===== src/rtl/tlc_pkg.sv =====
// Shared types and constants for the multi-way sensor traffic light controller.
package tlc_pkg;

  typedef enum logic [1:0] {
    ST_ALL_RED = 2'd0,
    ST_GREEN   = 2'd1,
    ST_YELLOW  = 2'd2
  } tlc_state_t;

  typedef struct packed {
    logic green;
    logic yellow;
    logic red;
  } lamp_t;

  localparam lamp_t LAMP_RED    = 3'b001;
  localparam lamp_t LAMP_YELLOW = 3'b010;
  localparam lamp_t LAMP_GREEN  = 3'b100;

  // Way-index width, never narrower than one bit.
  function automatic int unsigned way_width(input int unsigned n);
    return (n > 2) ? $clog2(n) : 1;
  endfunction

endpackage


===== src/rtl/rr_way_picker.sv =====
// Round-robin way selector: first requesting way after cur_way, cur_way itself last.
module rr_way_picker
  import tlc_pkg::*;
#(
  parameter int unsigned N_WAYS = 4,
  parameter int unsigned WAY_W  = way_width(N_WAYS)
) (
  input  logic [N_WAYS-1:0] req,
  input  logic [WAY_W-1:0]  cur_way,
  output logic [WAY_W-1:0]  next_way,
  output logic              any_req
);

  // Walk offsets from farthest to nearest so the nearest requester wins.
  always_comb begin
    next_way = cur_way;
    any_req  = |req;
    for (int k = int'(N_WAYS); k >= 1; k--) begin
      logic [WAY_W-1:0] cand;
      cand = WAY_W'((int'(cur_way) + k) % int'(N_WAYS));
      if (req[cand]) next_way = cand;
    end
  end

endmodule


===== src/rtl/tlc_multiway_sensor.sv =====
// N-way sensor-actuated traffic light controller with min/max green and
// yellow/all-red clearance; lamps are registered Moore outputs.
module tlc_multiway_sensor
  import tlc_pkg::*;
#(
  parameter  int unsigned N_WAYS    = 4,
  parameter  int unsigned CNT_W     = 8,
  parameter  int unsigned MIN_GREEN = 4,
  parameter  int unsigned MAX_GREEN = 16,
  parameter  int unsigned YELLOW_T  = 2,
  parameter  int unsigned ALLRED_T  = 1,
  localparam int unsigned WAY_W     = way_width(N_WAYS)
) (
  input  logic              clk,
  input  logic              reset,
  input  logic [N_WAYS-1:0] sensor,
  output logic [N_WAYS-1:0] red,
  output logic [N_WAYS-1:0] yellow,
  output logic [N_WAYS-1:0] green,
  output logic [WAY_W-1:0]  active_way,
  output logic              active_valid
);

  localparam logic [CNT_W-1:0] ALLRED_LAST = CNT_W'(ALLRED_T - 1);
  localparam logic [CNT_W-1:0] MIN_LAST    = CNT_W'(MIN_GREEN - 1);
  localparam logic [CNT_W-1:0] MAX_LAST    = CNT_W'(MAX_GREEN - 1);
  localparam logic [CNT_W-1:0] YELLOW_LAST = CNT_W'(YELLOW_T - 1);
  localparam logic [CNT_W-1:0] TMR_MAX     = {CNT_W{1'b1}};

  tlc_state_t        state_q, state_d;
  logic [WAY_W-1:0]  cur_way_q, cur_way_d;
  logic [CNT_W-1:0]  tmr_q, tmr_d;

  logic [N_WAYS-1:0] red_q, red_d;
  logic [N_WAYS-1:0] yellow_q, yellow_d;
  logic [N_WAYS-1:0] green_q, green_d;
  logic [WAY_W-1:0]  active_way_q, active_way_d;
  logic              active_valid_q, active_valid_d;

  logic [WAY_W-1:0]  pick_way_c;
  logic              any_req_c;
  logic [N_WAYS-1:0] cur_mask_c;
  logic              own_c;
  logic              others_c;

  rr_way_picker #(
    .N_WAYS (N_WAYS),
    .WAY_W  (WAY_W)
  ) u_picker (
    .req      (sensor),
    .cur_way  (cur_way_q),
    .next_way (pick_way_c),
    .any_req  (any_req_c)
  );

  assign cur_mask_c = N_WAYS'(1) << cur_way_q;
  assign own_c      = |(sensor & cur_mask_c);
  assign others_c   = |(sensor & ~cur_mask_c);

  always_ff @(posedge clk or posedge reset) begin
    if (reset) begin
      state_q   <= ST_ALL_RED;
      cur_way_q <= '0;
      tmr_q     <= '0;
    end else begin
      state_q   <= state_d;
      cur_way_q <= cur_way_d;
      tmr_q     <= tmr_d;
    end
  end

  // Phase sequencing; the timer restarts on every state change and saturates otherwise.
  always_comb begin
    state_d   = state_q;
    cur_way_d = cur_way_q;
    tmr_d     = tmr_q;
    unique case (state_q)
      ST_ALL_RED: begin
        if (tmr_q >= ALLRED_LAST && any_req_c) begin
          state_d   = ST_GREEN;
          cur_way_d = pick_way_c;
        end
      end
      ST_GREEN: begin
        if (tmr_q >= MIN_LAST && others_c && (!own_c || tmr_q >= MAX_LAST)) begin
          state_d = ST_YELLOW;
        end
      end
      ST_YELLOW: begin
        if (tmr_q == YELLOW_LAST) state_d = ST_ALL_RED;
      end
      default: state_d = ST_ALL_RED;
    endcase
    if (state_d != state_q)  tmr_d = '0;
    else if (tmr_q != TMR_MAX) tmr_d = tmr_q + CNT_W'(1);
  end

  // Lamp decode from the next state so the registered lamps track the state register.
  always_comb begin
    red_d          = '0;
    yellow_d       = '0;
    green_d        = '0;
    active_way_d   = cur_way_d;
    active_valid_d = (state_d != ST_ALL_RED);
    for (int i = 0; i < int'(N_WAYS); i++) begin
      lamp_t lamp;
      lamp = LAMP_RED;
      if (WAY_W'(i) == cur_way_d) begin
        unique case (state_d)
          ST_GREEN:  lamp = LAMP_GREEN;
          ST_YELLOW: lamp = LAMP_YELLOW;
          default:   lamp = LAMP_RED;
        endcase
      end
      red_d[i]    = lamp.red;
      yellow_d[i] = lamp.yellow;
      green_d[i]  = lamp.green;
    end
  end

  always_ff @(posedge clk or posedge reset) begin
    if (reset) begin
      red_q          <= '1;
      yellow_q       <= '0;
      green_q        <= '0;
      active_way_q   <= '0;
      active_valid_q <= 1'b0;
    end else begin
      red_q          <= red_d;
      yellow_q       <= yellow_d;
      green_q        <= green_d;
      active_way_q   <= active_way_d;
      active_valid_q <= active_valid_d;
    end
  end

  assign red          = red_q;
  assign yellow       = yellow_q;
  assign green        = green_q;
  assign active_way   = active_way_q;
  assign active_valid = active_valid_q;

endmodule

===== config.mk =====
export PLATFORM = sky130hd
export DESIGN_NAME = tlc_multiway_sensor
export DESIGN_NICKNAME = d
export VERILOG_FILES = /design/src/rtl/tlc_pkg.sv /design/src/rtl/rr_way_picker.sv /design/src/rtl/tlc_multiway_sensor.sv
export SDC_FILE = /design/constraint.sdc
export NUM_CORES = 1
export LEC_CHECK = 0
export CORE_ASPECT_RATIO = 0.7
export CORE_MARGIN = 2
export CORE_UTILIZATION = 50
export DETAILED_ROUTE_END_ITERATION = 8
export PLACE_DENSITY = 0.77
export SLEW_MARGIN = 20
export SYNTH_ARGS = -nofsm -noshare
export SYNTH_HDL_FRONTEND = slang
export SYNTH_SLANG_ARGS = --single-unit

===== constraint.sdc =====
create_clock -name clk -period 7.8 [get_ports clk]
set_input_delay 2.34 -clock clk [delete_from_list [all_inputs] [get_ports clk]]
set_output_delay 2.34 -clock clk [all_outputs]
set_load 0.02 [all_outputs]

==> results_tabular.tex, run 1 <==
\begin{tabular}{lr}
\hline
Metric & Value \\
\hline
\multicolumn{2}{l}{\textbf{Logic synthesis}} \\
Count of state elements after synthesis & 25 \\
Netlist cell types & 50 \\
Synthesized Nets & 170 \\
Count of flip-flops with a built-in enable after synthesis & 0 \\
Fraction of the yosys area taken by sequential cells & 38.7\% \\
Mean instance size in the synthesized netlist & 10.5 sq um \\
Post-synth design cell area & 0.00163 sq mm \\
Mapped Cells & approximately 160 \\
Dominant synthesized flop cell & sky130\_fd\_sc\_hd\_\_dfrtp\_1 \\
Share of flip-flops with an asynchronous set or reset & 100\% \\
Yosys warning total & 0 \\
\multicolumn{2}{l}{\textbf{Clock network}} \\
CTS Root Buffer Type & sky130\_fd\_sc\_hd\_\_clkbuf\_8 \\
Post-CTS Hold Buffers & 0 \\
Longest Clk Path Bufs & 2 \\
Clk pin slew, worst setup/hold paths & 0.10 ns \\
Clock sink count & 25 \\
Count of cells resized by post-cts repair & 0 \\
Setup fix buffers added after clock tree synthesis & 0 \\
CTS Buf Count & 3 \\
Number of levels the H-tree was split into & 1 \\
Clock latency at the later pin of the worst-skew pair & 0.28 ns \\
TritonCTS clock tree & done \\
\multicolumn{2}{l}{\textbf{Worst setup path}} \\
Cell chain of the critical path & clkdlybuf4s50\_1, and2b\_1, o41ai\_4, nor4\_4, nor2\_1, ha\_1, o211ai\_1, a211o\_1 \\
Category of the worst setup path launch point & input pin \\
Critical path required time & between 8 and 9 ns \\
Arrival time worst endpoint & a little under 5 ns \\
Crit path largest cell delay & roughly 0.67 ns \\
Max stage delay cell, worst path & sky130\_fd\_sc\_hd\_\_clkdlybuf4s50\_1 \\
Kind of critical path & in -> reg \\
Crit. End Element & register \\
Top fanout value on the critical path & 10 \\
\multicolumn{2}{l}{\textbf{Layout}} \\
Area overhead of the layout relative to synthesis & 16.0\% \\
Fraction of layout instances using a drive strength above 1 & 17.1\% \\
Fill cell total of the finished layout & 245 \\
Total Nets Final & 186 \\
Antenna diode count & 0 \\
Final core utilization & 60.4\% \\
Register cell area after layout & around 630 sq um \\
Total area of multi-input combinational cells & 936 sq um \\
\multicolumn{2}{l}{\textbf{Power and ir drop}} \\
Switch Pwr & 0.339 mW \\
Power share of the sequential group & 30.2\% \\
Switching share of power & around 46\% \\
Peak ir drop on the vdd network & 0.000267 V \\
Internal power & between 0.3 and 0.4 mW \\
Combinational group share of total power & about three fifths \\
Share of total power in the clock network & 11.1\% \\
Pwr/cell area & 386 mW/mm\^{}2 \\
Leakage power total & 0.769 nW \\
\multicolumn{2}{l}{\textbf{Job}} \\
Max-cap violation count & 0 \\
\multicolumn{2}{l}{\textbf{Place}} \\
DPL Wire Length & 2680 um \\
Number of port buffers & 20 \\
Routability congestion estimate from global placement & just under 0.9 \\
\multicolumn{2}{l}{\textbf{Timing}} \\
Total Neg Setup Slack & 0 ns \\
Number of slew-limit violations in the final report & 0 \\
Share of the clock period used by the worst path after layout & roughly three fifths \\
\# setup viols final & 0 \\
Number of hold-slack violations in the final timing report & 0 \\
Final worst hold slack & 0.577 ns \\
Minimum clock period after layout & 4.63 ns \\
Slew HR & 39.0\% \\
Max Freq & 216 MHz \\
Clock Skews & 0.00719 ns \\
Unrepaired setup endpoints after global routing & no \\
Worst Tran Pin Value & 0.914 ns \\
\multicolumn{2}{l}{\textbf{Route}} \\
TritonRoute pass-1 iters & 4 \\
Total number of vias & roughly 1300 \\
Post-DR wirelength/cell & between 15 and 20 um \\
Routed Antenna Nets & 0 \\
Number of DRC markers after the initial detailed-route iteration & around 70 \\
Number of remaining DRC errors & 0 \\
Via/cell ratio & 6.44 \\
Total Wirelength & 3710 um \\
\multicolumn{2}{l}{\textbf{Floorplanning}} \\
Total core area & 0.00313 sq mm \\
Height of the chip & roughly 52 um \\
Number of cell rows & 17 \\
Die Span X & 72.2 um \\
Starting density of the core & approximately 52\% \\
Die area & 0.00374 sq mm \\
Number of top-level pins & 21 \\
\multicolumn{2}{l}{\textbf{Global route}} \\
Number of antenna violations at the first check in global routing & 0 \\
Sum of overflow across all layers after global routing & 0 \\
Total track usage & 21.3\% \\
First-pass GRT wire length & 6130 um \\
Via count of the first global-routing pass & about 1300 \\
Pin count of the biggest net entering global routing & 26 \\
\multicolumn{2}{l}{\textbf{Worst hold path}} \\
Class of the most critical hold timing path & reg -> reg \\
\multicolumn{2}{l}{\textbf{Status}} \\
Outcome & completed \\
\hline
\end{tabular}
==> cells in the mapped netlist, types with 2 or more instances <==
cell                         n  area (sq um)
sky130_fd_sc_hd__clkbuf_1    2          7.51
sky130_fd_sc_hd__nor3_1      5          25.0
sky130_fd_sc_hd__o21ai_0     2          10.0
sky130_fd_sc_hd__dfstp_2     4           105
sky130_fd_sc_hd__o211ai_1    7          52.6
sky130_fd_sc_hd__or3_1       2          12.5
sky130_fd_sc_hd__or2_2       4          25.0
sky130_fd_sc_hd__a21oi_1     7          35.0
sky130_fd_sc_hd__buf_2       6          30.0
sky130_fd_sc_hd__nand2_1     4          15.0
sky130_fd_sc_hd__a2111oi_2   2          30.0
sky130_fd_sc_hd__nor2b_1     3          18.8
sky130_fd_sc_hd__inv_1       6          22.5
sky130_fd_sc_hd__ha_1        9           113
sky130_fd_sc_hd__nand3_1     3          15.0
sky130_fd_sc_hd__nor2_1     10          37.5
sky130_fd_sc_hd__nand4_1     2          12.5
sky130_fd_sc_hd__or4_4       2          22.5
sky130_fd_sc_hd__a221oi_1    2          17.5
sky130_fd_sc_hd__mux2_2      2          22.5
sky130_fd_sc_hd__a22oi_2     2          25.0
sky130_fd_sc_hd__a211oi_1    8          60.1
sky130_fd_sc_hd__nor4_1      3          18.8
sky130_fd_sc_hd__a31oi_1     2          12.5
sky130_fd_sc_hd__mux2i_1     5          50.1
sky130_fd_sc_hd__and2b_1     4          30.0
sky130_fd_sc_hd__a211o_1     4          35.0
sky130_fd_sc_hd__dfrtp_1    21           526
==> final timing paths <==
path	endpoint	slack, ns	cells after the start	from
max in group asynchronous	yellow[3]$_DFF_PP0_	4.68	2	reset
worst max-delay path	red[2]$_DFF_PP1_	3.17	8	sensor[2]
min in group asynchronous	state_q[1]$_DFF_PP0_	2.55	2	reset
worst max register to register	red[2]$_DFF_PP1_	4.53	9	active_way[0]$_DFF_PP0_
worst min register to register	tmr_q[5]$_DFFE_PP0P_	0.58	1	tmr_q[5]$_DFFE_PP0P_
worst min-delay path	tmr_q[5]$_DFFE_PP0P_	0.58	1	tmr_q[5]$_DFFE_PP0P_
==> cell families after synthesis <==
kind of cell    after synthesis  share of synthesized area (%)
compound gates               49                           27.6
xor+xnor                      1                          0.538
fa+ha+maj                     9                           6.91
buf+inv                      16                           4.38
flops                        25                           38.7
mux                           7                           4.45
simple gates                 48                           17.4
==> flip-flops by register name, summed over array words and instances, names as in the netlist <==
signal	count
red	4
active_way	2
state_q	2
tmr_q	8
green	4
yellow	4
active_valid	1
==> layout by cell type (no fill, tap or decap), drive strengths merged, types with 2 or more instances in the layout <==
master         synthesis  layout
inv                    6       6
ha                     9       9
clkdlybuf4s50          0      20
nor2b                  3       3
dfstp                  4       4
mux2                   2       2
a22oi                  2       2
a211o                  4       4
o21ai                  2       2
nand4                  2       2
clkbuf                 2       3
nand3                  3       3
a21oi                  7       7
mux2i                  5       5
a221oi                 3       3
and2b                  4       4
a2111oi                3       3
o211ai                 7       7
or3                    2       2
or4                    3       3
nor4                   4       4
a31oi                  2       2
dfrtp                 21      21
or2                    5       5
nor2                  11      11
nor3                   5       5
nand2                  4       4
a211oi                 8       8
==> metrics by stage <==
| stage | std cells | power, mW | worst slack (ns) | area, sq um |
|---|---|---|---|---|
| floorplan | 155 | 0.528 | 3.40 | 1630 |
| global placement | 204 | 0.617 | 2.63 | 1830 |
| detailed placement | 204 | 0.637 | 2.59 | 1830 |
| CTS | 208 | 0.719 | 2.85 | 1880 |
| global route | 208 | 0.779 | 2.98 | 1890 |
| finish | 208 | 0.729 | 3.17 | 1890 |
==> per-layer routing <==
metal / global-route usage [%] / wire (um) / vias to the layer above
met1: 31.3 / 1730 / 650
met4: 5.35 / 52 / 0
met2: 32.3 / 1670 / 60
met5: 0 / 0 / -
met3: 4.26 / 254 / 6
li1: - / - / 623
==> worst max-delay path, delay by kind of cell <==
kind	cells	cell delay, ns
compound gates	3	0.46
simple gates	3	1.04
buf+inv	1	0.67
fa+ha+maj	1	0.33
==> power by group through the flow <==
stage | Sequential, mW | Combinational [mW] | Clock [mW]
floorplan | 0.220 | 0.307 | 0
global placement | 0.216 | 0.401 | 0
detailed placement | 0.220 | 0.417 | 0
CTS | 0.218 | 0.419 | 0.0815
global route | 0.227 | 0.464 | 0.0874
finish | 0.220 | 0.428 | 0.0809
==> final cells by class <==
type | instances | area share [%]
Sequential cell | 25 | 33.4
Timing Repair Buffer | 20 | 10.6
Tap cell | 38 | 2.52
Clock inverter | 1 | 0.397
Clock buffer | 3 | 2.19
Multi-Input combinational cell | 114 | 49.5
Inverter | 7 | 1.39
(Power assumes the default switching activity.)
==> run 2: changes to the inputs <==
clock period = 4.4 ns   (was 7.8 ns; I/O delays follow)
==> run 2 against run 1 <==
First-iteration DRC count rose by 57%. Worst hold slack improved by 0.0028 ns. Critical path depth unchanged. Largest cell class unchanged. Sequential power grew 74%. Critical path type unchanged. Worst setup slack got worse by 2.3 ns. Combinational power increased by 77%. Sequential share of layout area about the same. Clock power is 71% higher. Clock skew down 0.0015 ns. Power up 75%. Non-clock buffer count is 1 higher. Die area did not move.
==> results_tabular.tex, run 2 (same netlist as run 1, synthesis figures left out) <==
\begin{tabular}{lr}
\hline
Metric & Value \\
\hline
\multicolumn{2}{l}{\textbf{Status}} \\
Outcome & completed \\
\multicolumn{2}{l}{\textbf{Floorplanning}} \\
Total core area & approximately 0.0031 sq mm \\
Die area & 0.00374 sq mm \\
Number of top-level pins & 21 \\
Die Span X & roughly 72 um \\
Starting density of the core & 52.1\% \\
Height of the chip & 51.8 um \\
Number of cell rows & 17 \\
\multicolumn{2}{l}{\textbf{Worst setup path}} \\
Critical path required time & 4.60 ns \\
Crit path largest cell delay & 0.56 ns \\
Crit. End Element & register \\
Kind of cell adding the most delay to the critical path & compound AO/OA/AOI/OAI gates \\
Top fanout value on the critical path & 9 \\
Count of cell instances traversed by the critical path & 8 \\
Max stage delay cell, worst path & sky130\_fd\_sc\_hd\_\_clkdlybuf4s50\_1 \\
Kind of critical path & in -> reg \\
Cell chain of the critical path & clkdlybuf4s50\_1, and2b\_1, o41ai\_4, nor3\_1, or3\_1, ha\_1, o211ai\_1, a211o\_1 \\
Buffers plus inverters on the worst setup path & 1 \\
Category of the worst setup path launch point & input pin \\
Register-to-register setup slack & $\sim$1.4 ns \\
Number of cells traversed by the worst register-to-register path & 10 \\
Arrival time worst endpoint & roughly 3.8 ns \\
\multicolumn{2}{l}{\textbf{Global route}} \\
Pin count of the biggest net entering global routing & 26 \\
Via count of the first global-routing pass & 1266 \\
Sum of overflow across all layers after global routing & 0 \\
First-pass GRT wire length & 6000 um \\
Total track usage & 20.5\% \\
Number of antenna violations at the first check in global routing & 0 \\
\multicolumn{2}{l}{\textbf{Worst hold path}} \\
Worst hold path depth & 1 \\
Class of the most critical hold timing path & reg -> reg \\
\multicolumn{2}{l}{\textbf{Route}} \\
Post-DR wirelength/cell & approximately 17 um \\
Via/cell ratio & 6.51 \\
Number of DRC markers after the initial detailed-route iteration & 113 \\
Total number of vias & between 1000 and 1500 \\
Number of remaining DRC errors & 0 \\
Routed Antenna Nets & 0 \\
Total Wirelength & $\sim$3500 um \\
TritonRoute pass-1 iters & 4 \\
\multicolumn{2}{l}{\textbf{Timing}} \\
Slew HR & about two fifths \\
Max Freq & $\sim$280 MHz \\
Post-route worst setup slack & 0.832 ns \\
Worst Tran Pin Value & 0.917 ns \\
Minimum clock period after layout & 3.57 ns \\
Share of the clock period used by the worst path after layout & 81.1\% \\
\# setup viols final & 0 \\
Clock Skews & 0.00565 ns \\
Final worst hold slack & roughly 0.58 ns \\
Number of hold-slack violations in the final timing report & 0 \\
Unrepaired setup endpoints after global routing & no \\
Number of slew-limit violations in the final report & 0 \\
Total Neg Setup Slack & 0 ns \\
\multicolumn{2}{l}{\textbf{Clock network}} \\
Post-CTS Hold Buffers & 0 \\
CTS Buf Count & 3 \\
Setup fix buffers added after clock tree synthesis & 0 \\
Number of levels the H-tree was split into & 1 \\
Longest Clk Path Bufs & 2 \\
Clk pin slew, worst setup/hold paths & 0.09 ns \\
CTS Root Buffer Type & sky130\_fd\_sc\_hd\_\_clkbuf\_8 \\
Clock sink count & 25 \\
Count of cells resized by post-cts repair & 0 \\
Clock latency at the later pin of the worst-skew pair & about 0.27 ns \\
TritonCTS clock tree & done \\
\multicolumn{2}{l}{\textbf{Place}} \\
Routability congestion estimate from global placement & between 0.8 and 0.9 \\
Inst Count DP & 205 \\
Number of port buffers & 20 \\
DPL Wire Length & 2570 um \\
Post-Place Setup Slack & 0.584 ns \\
\multicolumn{2}{l}{\textbf{Layout}} \\
Antenna diode count & 0 \\
Final non-filler cell total & 209 \\
Final core utilization & around 60\% \\
Flip-flop count of the largest register after layout & 8 \\
Fraction of layout instances using a drive strength above 1 & 17.5\% \\
Area overhead of the layout relative to synthesis & 15.9\% \\
Most common cell after layout, fill and taps aside & sky130\_fd\_sc\_hd\_\_dfrtp\_1 \\
Commonest cells after routing, fill and taps aside & 21 x sky130\_fd\_sc\_hd\_\_dfrtp\_1, 20 x sky130\_fd\_sc\_hd\_\_clkdlybuf4s50\_1, 10 x sky130\_fd\_sc\_hd\_\_nor2\_1 \\
Total Nets Final & 187 \\
Reg with most FFs & tmr\_q \\
\multicolumn{2}{l}{\textbf{Power and ir drop}} \\
Leakage power total & about 0.77 nW \\
Peak ir drop on the vdd network & 0.000406 V \\
Pwr/cell area & 677 mW/mm\^{}2 \\
\multicolumn{2}{l}{\textbf{Job}} \\
Max-cap violation count & 0 \\
\hline
\end{tabular}
[run 2: stage by stage]
step,total power [mW],area [sq um]
after floorplan,0.935,1630
after global placement,1.10,1840
after detailed placement,1.13,1840
after CTS,1.28,1890
after global routing,1.37,1890
final,1.28,1890
[run 2: path summary, 6_finish.rpt]
| path | startpoint | to |
|---|---|---|
| setup / recovery | sensor[3] | red[2]$_DFF_PP1_ |
| hold reg to reg | tmr_q[5]$_DFFE_PP0P_ | tmr_q[5]$_DFFE_PP0P_ |
| hold / removal | tmr_q[5]$_DFFE_PP0P_ | tmr_q[5]$_DFFE_PP0P_ |
| min in group asynchronous | reset | yellow[0]$_DFF_PP0_ |
| max in group asynchronous | reset | tmr_q[2]$_DFFE_PP0P_ |
| setup reg to reg | active_way[0]$_DFF_PP0_ | red[2]$_DFF_PP1_ |
[run 2: metal layers]
metal  up-vias  share of wire (%)  GRT usage [%]
met5         -                  0              0
met4         0               0.88           6.29
met3         4                6.8           2.13
met2        67                 45           32.0
met1       661                 47           30.1
li1        629                  -              -
[run 2: power breakdown]
part / internal, mW / leakage [nW] / switching, mW
Clock: 0.0641 / 0.0217 / 0.0735
Combinational: 0.329 / 0.437 / 0.428
Sequential: 0.303 / 0.315 / 0.0808
[run 2: layout make-up]
cell class | instances | area [sq um]
fill | 249 | 1240
multi-input combinational | 114 | 927
sequential | 25 | 631
timing repair buffer | 21 | 208
tap | 38 | 47.5
clock buffer | 3 | 41.3
inverter | 7 | 26.3
clock inverter | 1 | 7.51
